`src/rtl/fetch_stage.sv`:
```
// fetch_stage: LEGv8 instruction fetch with PC, ROM addressing and IF/ID register.
// Optional halt-on-self-loop (CBZ to self) detection enabled by FETCH_HALT_DETECT_EN.
module fetch_stage #(
    parameter int N      = 64,
    parameter int ADDR_W = 6,
    parameter int INST_W = 32
) (
    input  logic              clk,
    input  logic              reset,
    output logic [ADDR_W-1:0] imem_addr,
    input  logic [INST_W-1:0] imem_q,
    input  logic              stall_D,
    input  logic              PCSrc_E,
    input  logic [N-1:0]      PCBranch_E,
    output logic [N-1:0]      PC_D,
    output logic [INST_W-1:0] instr_D,
    output logic              valid_D,
    output logic              halted
);
    logic [N-1:0]      pc_q, pc_d, pc_d_q, pc_d_d;
    logic [INST_W-1:0] instr_q, instr_d;
    logic              valid_q, valid_d, halt_q, halt_d, is_halt;

`ifdef FETCH_HALT_DETECT_EN
    assign is_halt = imem_q[31:24] == 8'hB4 && imem_q[23:5] == '0;
    assign halted  = halt_q;
`else
    assign is_halt = 1'b0;
    assign halted  = 1'b0;
`endif

    assign imem_addr = pc_q[ADDR_W+1:2];
    assign PC_D      = pc_d_q;
    assign instr_D   = instr_q;
    assign valid_D   = valid_q;

    // Priority: redirect > stall > halted > normal fetch.
    always_comb begin
        pc_d    = pc_q;
        pc_d_d  = pc_d_q;
        instr_d = instr_q;
        valid_d = valid_q;
        halt_d  = halt_q;
        if (PCSrc_E) begin
            pc_d    = {PCBranch_E[N-1:2], 2'b00};
            pc_d_d  = '0;
            instr_d = '0;
            valid_d = 1'b0;
            halt_d  = 1'b0;
        end else if (!stall_D) begin
            if (halt_q) begin
                valid_d = 1'b0;
            end else begin
                pc_d_d  = pc_q;
                instr_d = imem_q;
                valid_d = 1'b1;
                halt_d  = is_halt;
                pc_d    = is_halt ? pc_q : pc_q + N'(4);
            end
        end
    end

    always_ff @(posedge clk or posedge reset) begin
        if (reset) begin
            pc_q    <= '0;
            pc_d_q  <= '0;
            instr_q <= '0;
            valid_q <= 1'b0;
            halt_q  <= 1'b0;
        end else begin
            pc_q    <= pc_d;
            pc_d_q  <= pc_d_d;
            instr_q <= instr_d;
            valid_q <= valid_d;
            halt_q  <= halt_d;
        end
    end
endmodule

```
`config.mk`:
```
export PLATFORM = sky130hd
export DESIGN_NAME = fetch_stage
export DESIGN_NICKNAME = d
export VERILOG_FILES = /design/src/rtl/fetch_stage.sv
export SDC_FILE = /design/constraint.sdc
export NUM_CORES = 1
export LEC_CHECK = 0
export CAP_MARGIN = 20
export CORE_AREA = 2 2 128 130
export CTS_BUF_LIST = sky130_fd_sc_hd__clkbuf_16
export CTS_CLUSTER_DIAMETER = 40
export DETAILED_ROUTE_END_ITERATION = 8
export DIE_AREA = 0 0 130 132
export PLACE_DENSITY = 0.85
export SLEW_MARGIN = 30
export SYNTH_ARGS = -nofsm -noshare
export SYNTH_HDL_FRONTEND = slang
export SYNTH_SLANG_ARGS = --single-unit
```
`constraint.sdc`:
```
create_clock -name clk -period 8.4 [get_ports clk]
set_clock_uncertainty 0.05 [all_clocks]
set_input_delay 2.52 -clock clk [delete_from_list [all_inputs] [get_ports clk]]
set_output_delay 2.52 -clock clk [all_outputs]
set_load 0.05 [all_outputs]
```
==> reports/qor.yml, run 1 <==
io_buffers: 200
max_stage_delay_ns: 0.62
ant_nets: 0
fmax_ghz: 0.202
gp_congestion: 0.783
initial_core_util: 0.482
hold_path_class: "reg2reg"
diodes: 0
nNetsFinal: 1021
grt_antenna_before_repair: 0
die_w_um: 130
postPlaceCellArea_um2: 9620
drive_gt1_frac: 0.0366
netlist_area_um2: 7570
cell_internal_pwr_mw: 1.46
cpMaxStageDelayCell: "or4_1"
rows: 46
first_global_vias: 5942
slew_headroom: 0.381
clkSinkCount: 158
grt_max_degree: 107
critPathTopFamily: "simple AND/OR/NAND/NOR gates"
htreeDepth: 4
seq_area_frac_synth: 0.523
rsz0062_at_grt: "no"
cts_tree: "yes"
endpoint_kind: "flop"
drc_errors: 0
pin_count: 204
synth_edf_count: 0
crit_buf_inv: 1
p_comb_frac: 0.190
period_share: 0.590
powerDensity_nw_per_um2: 200
finalHoldViolCount: 0
swShare: 0.287
path_class: "in2reg"
cts_made_buffers: 17
status: "completed"
fp.dieH_um: 132
synth-seq-cells: 158
grt_pass1_wl_um: 30400
avgSynthCellArea_um2: 10.0
synth_cell_types: 42
die_area_um2: 17200
crit_chain: "buf_4, and4b_1, and3_1, nand4_1, or4_1, a31oi_1"
leakage_nw: 4.38
finalSetupViolCount: 0
max-vdd-ir-drop_mv: 0.144
p_clk_frac: 0.381
pwr-share-seq: 0.430
synthesis.nets: 855
finalSetupTns_ns: 0
wl_um: 18800
clock_latency_ns: 0.42
post_cts_buffers: 0
cts-resized-gates: 0
hold_buffers: 0
crit_arrival_ns: 5.25
dpl.hpwl_um: 12800
power_mw: 2.04
drv_slew: 0
syn_to_final_growth_pct: 34.8
cp.required_ns: 8.69
maxCapViolations: 0
grtUsageTotal: 0.223
fin_area_um2: 10200
p_sw_mw: 0.586
clk_root_buffer_cell: "clkbuf_16"
final_util: 0.649
path_clk_slew_ns: 0.06
viasPerCell: 5.45
clockBufferDepth: 2
first_pass_iters: 5
core_um2: 15700
yosysWarnings: 0
via_count: 6243
syn_inst: 754
wl_per_cell_um: 16.4
async_reset_ff_frac: 1.00
overflow: 0
finalCriticalPeriod_ns: 4.96
crit_fanout: 39
tightest_slew_ns: 0.920
first_iter_violations: 511
synth_ff_type: "dfrtp_1"
startpoint_type: "input port"
[cell families after synthesis]
family / count (synthesis) / share of synthesized area
compound gates: 81 / 0.0607
xor+xnor: 39 / 0.0451
fa+ha+maj: 1 / 0.00165
buf+inv: 66 / 0.0382
flops: 158 / 0.523
mux: 98 / 0.130
other cells: 1 / 0.000496
simple gates: 310 / 0.202
[registers in the layout, summed over array words and instances, names as in the netlist]
| signal | flops |
|---|---|
| PC_D | 63 |
| instr_D | 32 |
| pc_q | 62 |
| valid_D | 1 |
[synth_stat cells (all sizes together), types with 7 or more instances]
cell type,count,area share
or3,11,0.0091
o31ai,7,0.0069
inv,9,0.0045
o21ai,51,0.034
xnor2,25,0.029
or4,11,0.011
nor3,10,0.0066
a31oi,17,0.014
buf,19,0.015
mux2i,98,0.13
nand3,25,0.017
nor2,122,0.061
nor4,12,0.011
nand2,62,0.031
clkbuf,38,0.019
dfrtp,158,0.52
xor2,14,0.016
and4,7,0.0081
and3,10,0.0083
nand4,25,0.023
[routing by layer]
metal	global-route usage	wire length (um)	vias up
li1	-	-	2973
met1	0.307	8430	3010
met2	0.349	8890	229
met3	0.0491	1120	31
met4	0.0735	395	0
met5	0	0	-
[layout by cell type (no fill, tap or decap), types with 10 or more instances in the layout]
cell	n
a31oi_1	17
and3_1	10
clkbuf_16	17
clkdlybuf4s50_1	198
dfrtp_1	158
inv_1	10
mux2i_1	98
nand2_1	62
nand3_1	25
nand4_1	23
nor2_1	122
nor3_1	10
nor4_1	11
o21ai_0	51
or3_1	11
or4_1	10
xnor2_1	25
xor2_1	14
[stage by stage]
| stage | setup slack [ns] | hold slack [ns] | instances |
|---|---|---|---|
| after floorplan | 1.57 | 0.471 | 754 |
| after global placement | 3.08 | 0.452 | 1117 |
| after detailed placement | 3.01 | 0.458 | 1117 |
| after CTS | 3.45 | 0.467 | 1146 |
| after global routing | 3.22 | 0.492 | 1146 |
| final | 3.44 | 0.463 | 1146 |
[worst paths after layout]
kind,from,endpoint,slack (ns),cells past startpoint
max,stall_D,pc_q[54],3.44,6
min,valid_D,valid_D,0.46,2
max reg2reg,pc_q[12],pc_q[49],5.24,5
min reg2reg,valid_D,valid_D,0.46,2
max in group asynchronous,reset,pc_q[62],4.31,3
min in group asynchronous,reset,instr_D[16],2.58,2
[power by group through the flow]
stage               combinational [mW]  sequential [mW]  clock (mW)
detailed placement               0.389            0.890           0
global placement                 0.383            0.887           0
CTS                              0.391            0.877       0.790
global route                     0.415            0.886       0.821
finish                           0.387            0.878       0.779
floorplan                        0.150            0.980           0
[area by class of cell]
cell class	instances	area, um2
Clock buffer	17	425
Clock inverter	12	155
Fill cell	1242	5510
Inverter	9	38.8
Multi-Input combinational cell	530	3320
Sequential cell	158	3950
Tap cell	216	270
Timing Repair Buffer	204	2030
[tightest hold or removal path: stages, from the launching register on]
cell and delay, ns:
dfrtp_1 0.37, inv_1 0.05, a21oi_1 0.05
Power figures use the tool's default switching activity.
==> run 2: changes to the inputs <==
==> constraint.sdc (replaced) <==
create_clock -name clk -period 5.2 [get_ports clk]
set_clock_uncertainty 0.05 [all_clocks]
set_input_delay 1.56 -clock clk [delete_from_list [all_inputs] [get_ports clk]]
set_output_delay 1.56 -clock clk [all_outputs]
set_load 0.05 [all_outputs]
==> reports/qor.yml, run 2 (synthesis gave the netlist of run 1 again) <==
status: "completed"  # unchanged
crit_fanout: 38  # was 39
final_cell_mix: "198 x clkdlybuf4s50_1, 158 x dfrtp_1, 122 x nor2_1, 98 x mux2i_1, 62 x nand2_1"  # unchanged
hold_slack_ns: 0.470  # was 0.463 ns
clock_latency_ns: 0.43  # was 0.42 ns
path_clk_slew_ns: 0.06  # about the same
final_common_cell: "clkdlybuf4s50_1"  # unchanged
syn_to_final_growth_pct: 35.4  # was 34.8%
hold_path_class: "reg2reg"  # unchanged
finalHoldViolCount: 0  # unchanged
numPlacedInstances: 1122  # was 1117
drv_slew: 0  # unchanged
first_pass_iters: 5  # unchanged
rsz0062_at_grt: "no"  # unchanged
cell_internal_pwr_mw: 2.32  # was 1.46 mW
hold_buffers: 0  # unchanged
startpoint_type: "input port"  # unchanged
fillers: 1246  # was 1242
crit_chain: "buf_4, and4b_1, nand4_2, or4b_1, or4_1, a31oi_1"  # was buf_4, and4b_1, and3_1, nand4_1, or4_1, a31oi_1
overflow: 0  # unchanged
path_class: "in2reg"  # unchanged
pin_count: 204  # unchanged
leakage_nw: 4.41  # was 4.38 nW
p_sw_mw: 0.963  # was 0.586 mW
wl_met2_um: 9300  # was 8890 um
clkSinkCount: 158  # unchanged
pwr-share-seq: 0.432  # was 0.430
cts_made_buffers: 17  # unchanged
via_count: 6222  # was 6243
max_stage_delay_ns: 0.82  # was 0.62 ns
initial_core_util: 0.482  # unchanged
drc_errors: 0  # unchanged
slew_headroom: 0.377  # was 0.381
fmax_ghz: 0.252
clk_root_buffer_cell: "clkbuf_16"  # unchanged
wl_um: 19200  # was 18800 um
dpl.hpwl_um: 13100  # was 12800 um
endpoint_kind: "flop"  # unchanged
nNetsFinal: 1026  # was 1021
postPlaceCellArea_um2: 9670  # was 9620 um2
layout.cells.non_filler: 1154  # was 1146
first_iter_violations: 464  # was 511
highest_layer: "met4"  # unchanged
gp_congestion: 0.779  # was 0.783
swShare: 0.294  # was 0.287
largest_register_ffs: 63  # unchanged
finalSetupTns_ns: 0  # unchanged
powerDensity_nw_per_um2: 320  # was 200 nW/um2
cts-resized-gates: 0  # unchanged
finalCriticalPeriod_ns: 3.97
cpMaxStageDelayCell: "or4b_1"  # was or4_1
fp.dieH_um: 132  # unchanged
grt_max_degree: 105  # was 107
clockBufferDepth: 2  # unchanged
wl_per_cell_um: 16.6  # was 16.4 um
cp.required_ns: 5.50  # was 8.69 ns
period_share: 0.764
diodes: 0  # unchanged
grt_pass1_wl_um: 31300  # was 30400 um
p_clk_frac: 0.376  # was 0.381
drive_gt1_frac: 0.0480  # was 0.0366
grt_antenna_before_repair: 0  # unchanged
p_comb_frac: 0.192  # was 0.190
io_buffers: 200  # unchanged
tightest_slew_ns: 0.934  # was 0.920 ns
die_area_um2: 17200  # unchanged
die_w_um: 130  # unchanged
maxCapViolations: 0  # unchanged
route.met3.wl_um: 1190  # was 1120 um
ant_nets: 0  # unchanged
post_cts_buffers: 0  # unchanged
first_global_vias: 6091  # was 5942
rows: 46  # unchanged
cts_tree: "yes"  # unchanged
viasPerCell: 5.39  # was 5.45
max-vdd-ir-drop_mv: 0.236  # was 0.144 mV
wl_met1_um: 8350  # was 8430 um
crit_arrival_ns: 4.27  # was 5.25 ns
htreeDepth: 4  # unchanged
grtUsageTotal: 0.230  # was 0.223
finalSetupViolCount: 0  # unchanged
core_um2: 15700  # unchanged
fin_area_um2: 10200  # about the same
==> run 2: cell types whose count changed in the layout (fill, tap and decap cells not counted) <==
cell,delta
clkinv_1,-3
buf_12,+1
buf_4,+5
buf_6,-1
inv_6,-1
bufinv_16,-1
clkinvlp_4,+2
clkinv_2,+5
clkinv_4,+1
==> run 2: worst paths after layout <==
kind / from / endpoint / slack [ns] / cells past startpoint
min reg2reg: PC_D[58] / PC_D[58] / 0.47 / 2
min: PC_D[58] / PC_D[58] / 0.47 / 2
max in group asynchronous: reset / pc_q[35] / 2.77 / 3
max reg2reg: pc_q[7] / pc_q[49] / 2.34 / 5
max: stall_D / pc_q[49] / 1.23 / 6
min in group asynchronous: reset / PC_D[8] / 1.48 / 2
==> run 2: layer usage <==
metal	track usage	vias up
met5	0	-
li1	-	2985
met1	0.309	2996
met3	0.0511	25
met4	0.0789	0
met2	0.370	216
==> run 2: stage by stage <==
step | util | setup slack (ns) | total power [mW]
2_1_floorplan | - | 1.59 | 1.83
3_3_place_gp | 0.615 | 0.872 | 2.05
3_5_place_dp | 0.615 | 0.825 | 2.07
4_1_cts | 0.652 | 1.27 | 3.30
5_1_grt | 0.652 | 1.16 | 3.41
6_report | 0.652 | 1.23 | 3.28
==> run 2: cell type report <==
type	instances	area [um2]	area share
Clock buffer	17	425	0.0415
Clock inverter	15	155	0.0151
Inverter	9	37.5	0.00366
Multi-Input combinational cell	530	3320	0.324
Sequential cell	158	3950	0.386
Tap cell	216	270	0.0264
Timing Repair Buffer	209	2080	0.203
==> run 2: power by group through the flow <==
stage / Sequential (mW) / Clock (mW) / Combinational [mW]
2_1_floorplan: 1.58 / 0 / 0.243
4_1_cts: 1.42 / 1.25 / 0.636
5_1_grt: 1.43 / 1.31 / 0.675
6_report: 1.42 / 1.23 / 0.629
3_5_place_dp: 1.44 / 0 / 0.631
3_3_place_gp: 1.43 / 0 / 0.622
==> run 2: worst max-delay path: cells and delay by family <==
family          cells  cell delay [ns]
simple gates        4             2.21
buf+inv             1             0.30
compound gates      1             0.16
==> run 3: changes to the inputs <==
==> constraint.sdc (replaced) <==
create_clock -name clk -period 4.05 [get_ports clk]
set_clock_uncertainty 0.05 [all_clocks]
set_input_delay 1.215 -clock clk [delete_from_list [all_inputs] [get_ports clk]]
set_output_delay 1.215 -clock clk [all_outputs]
set_load 0.05 [all_outputs]
==> reports/qor.yml, run 3 (synthesis gave the netlist of run 1 again) <==
status: "completed"  # unchanged
powerDensity_nw_per_um2: 412  # was 320 nW/um2
clock_latency_ns: 0.41  # was 0.43 ns
fp.dieH_um: 132  # unchanged
crit_arrival_ns: 3.29  # was 4.27 ns
gp_congestion: 0.790  # was 0.779
rows: 46  # unchanged
reg2reg_slack_ns: 1.31  # was 2.34 ns
grt_antenna_before_repair: 1  # was 0
tightest_slew_ns: 0.934  # about the same
max-vdd-ir-drop_mv: 0.271  # was 0.236 mV
initial_core_util: 0.482  # unchanged
grt_pass1_wl_um: 31400  # was 31300 um
power_mw: 4.24  # was 3.28 mW
io_buffers: 200  # unchanged
clk_root_buffer_cell: "clkbuf_16"  # unchanged
finalHoldViolCount: 0  # unchanged
fmax_ghz: 0.328
leakage_nw: 4.41  # about the same
largest_register_ffs: 63  # unchanged
wl_per_cell_um: 16.7  # was 16.6 um
clkSinkCount: 158  # unchanged
grt_max_degree: 129  # was 105
finalSetupViolCount: 0  # unchanged
die_w_um: 130  # unchanged
ant_nets: 0  # unchanged
grtUsageTotal: 0.230  # about the same
cts_made_buffers: 17  # unchanged
nNetsFinal: 1029  # was 1026
slew_headroom: 0.372  # was 0.377
viasPerCell: 5.47  # was 5.39
endpoint_kind: "flop"  # unchanged
maxCapViolations: 0  # unchanged
die_area_um2: 17200  # unchanged
startpoint_type: "input port"  # unchanged
period_share: 0.752
overflow: 0  # unchanged
syn_to_final_growth_pct: 35.8  # was 35.4%
dpl.hpwl_um: 13400  # was 13100 um
first_pass_iters: 5  # unchanged
wl_um: 19300  # was 19200 um
path_class: "in2reg"  # unchanged
rsz0062_at_grt: "no"  # unchanged
finalSetupTns_ns: 0  # unchanged
final_cell_mix: "198 x clkdlybuf4s50_1, 158 x dfrtp_1, 122 x nor2_1, 98 x mux2i_1, 62 x nand2_1"  # unchanged
final_common_cell: "clkdlybuf4s50_1"  # unchanged
drc_errors: 0  # unchanged
layout.cells.non_filler: 1154  # unchanged
hold_slack_ns: 0.465  # was 0.470 ns
hold_buffers: 0  # unchanged
setup_slack_ns: 1.00  # was 1.23 ns
core_um2: 15700  # unchanged
cts_tree: "yes"  # unchanged
place_ws_ns: 0.597  # was 0.825 ns
fillers: 1258  # was 1246
path_clk_slew_ns: 0.06  # about the same
drive_gt1_frac: 0.0448  # was 0.0480
numPlacedInstances: 1125  # was 1122
crit_fanout: 14  # was 38
via_count: 6316  # was 6222
post_cts_buffers: 0  # unchanged
htreeDepth: 4  # unchanged
clockBufferDepth: 2  # unchanged
first_global_vias: 6054  # was 6091
hold_path_class: "reg2reg"  # unchanged
drv_slew: 0  # unchanged
cp.required_ns: 4.30  # was 5.50 ns
cts-resized-gates: 0  # unchanged
first_iter_violations: 417  # was 464
finalCriticalPeriod_ns: 3.05
pin_count: 204  # unchanged
run 3: cell types whose count changed in the layout (fill, tap and decap cells not counted), sizes merged:
cell,change
buf,+3
clkinv,-2
inv,-2
bufinv,+1
clkinvlp,-1
diode,+1
run 3: layer usage:
layer  track usage  share of wire  wire length, um
met1         0.315           0.44             8440
met2         0.362           0.48             9240
met3        0.0483          0.061             1190
met4        0.0806          0.023              444
met5             0              0                0
run 3: final timing paths:
| check | from | end | cells past startpoint |
|---|---|---|---|
| worst max-delay path | stall_D | pc_q[63] | 7 |
| worst max register to register | pc_q[12] | pc_q[49] | 6 |
| min in group asynchronous | reset | instr_D[29] | 3 |
| max in group asynchronous | reset | PC_D[27] | 3 |
| worst min-delay path | valid_D | valid_D | 2 |
| worst min register to register | valid_D | valid_D | 2 |
run 3: per-stage QoR:
step / utilization / instance area (um2)
after floorplan: - / 7570
after global placement: 0.617 / 9700
after detailed placement: 0.617 / 9700
after CTS: 0.654 / 10300
after global routing: 0.654 / 10300
final: 0.654 / 10300
run 3: area by class of cell:
class / instances / area (um2) / share of cell area
Sequential cell: 158 / 3950 / 0.385
Tap cell: 216 / 270 / 0.0263
Inverter: 9 / 37.5 / 0.00365
Clock inverter: 11 / 151 / 0.0147
Multi-Input combinational cell: 530 / 3320 / 0.323
Timing Repair Buffer: 212 / 2110 / 0.206
Clock buffer: 17 / 425 / 0.0414
Antenna cell: 1 / 2.50 / 0.000244
run 3: power by group:
group          total [mW]  internal, mW  switching (mW)  leakage [nW]
Combinational       0.810         0.324           0.486          2.13
Sequential           1.82          1.70           0.125          2.01
Clock                1.61          1.00           0.600         0.278
run 3: critical path: stages:
cell and delay, ns:
buf_4 0.12, and4b_1 0.34, nand4_2 0.14, buf_4 0.22, nor4b_1 0.72, mux2i_1 0.19
a311o_1 0.35
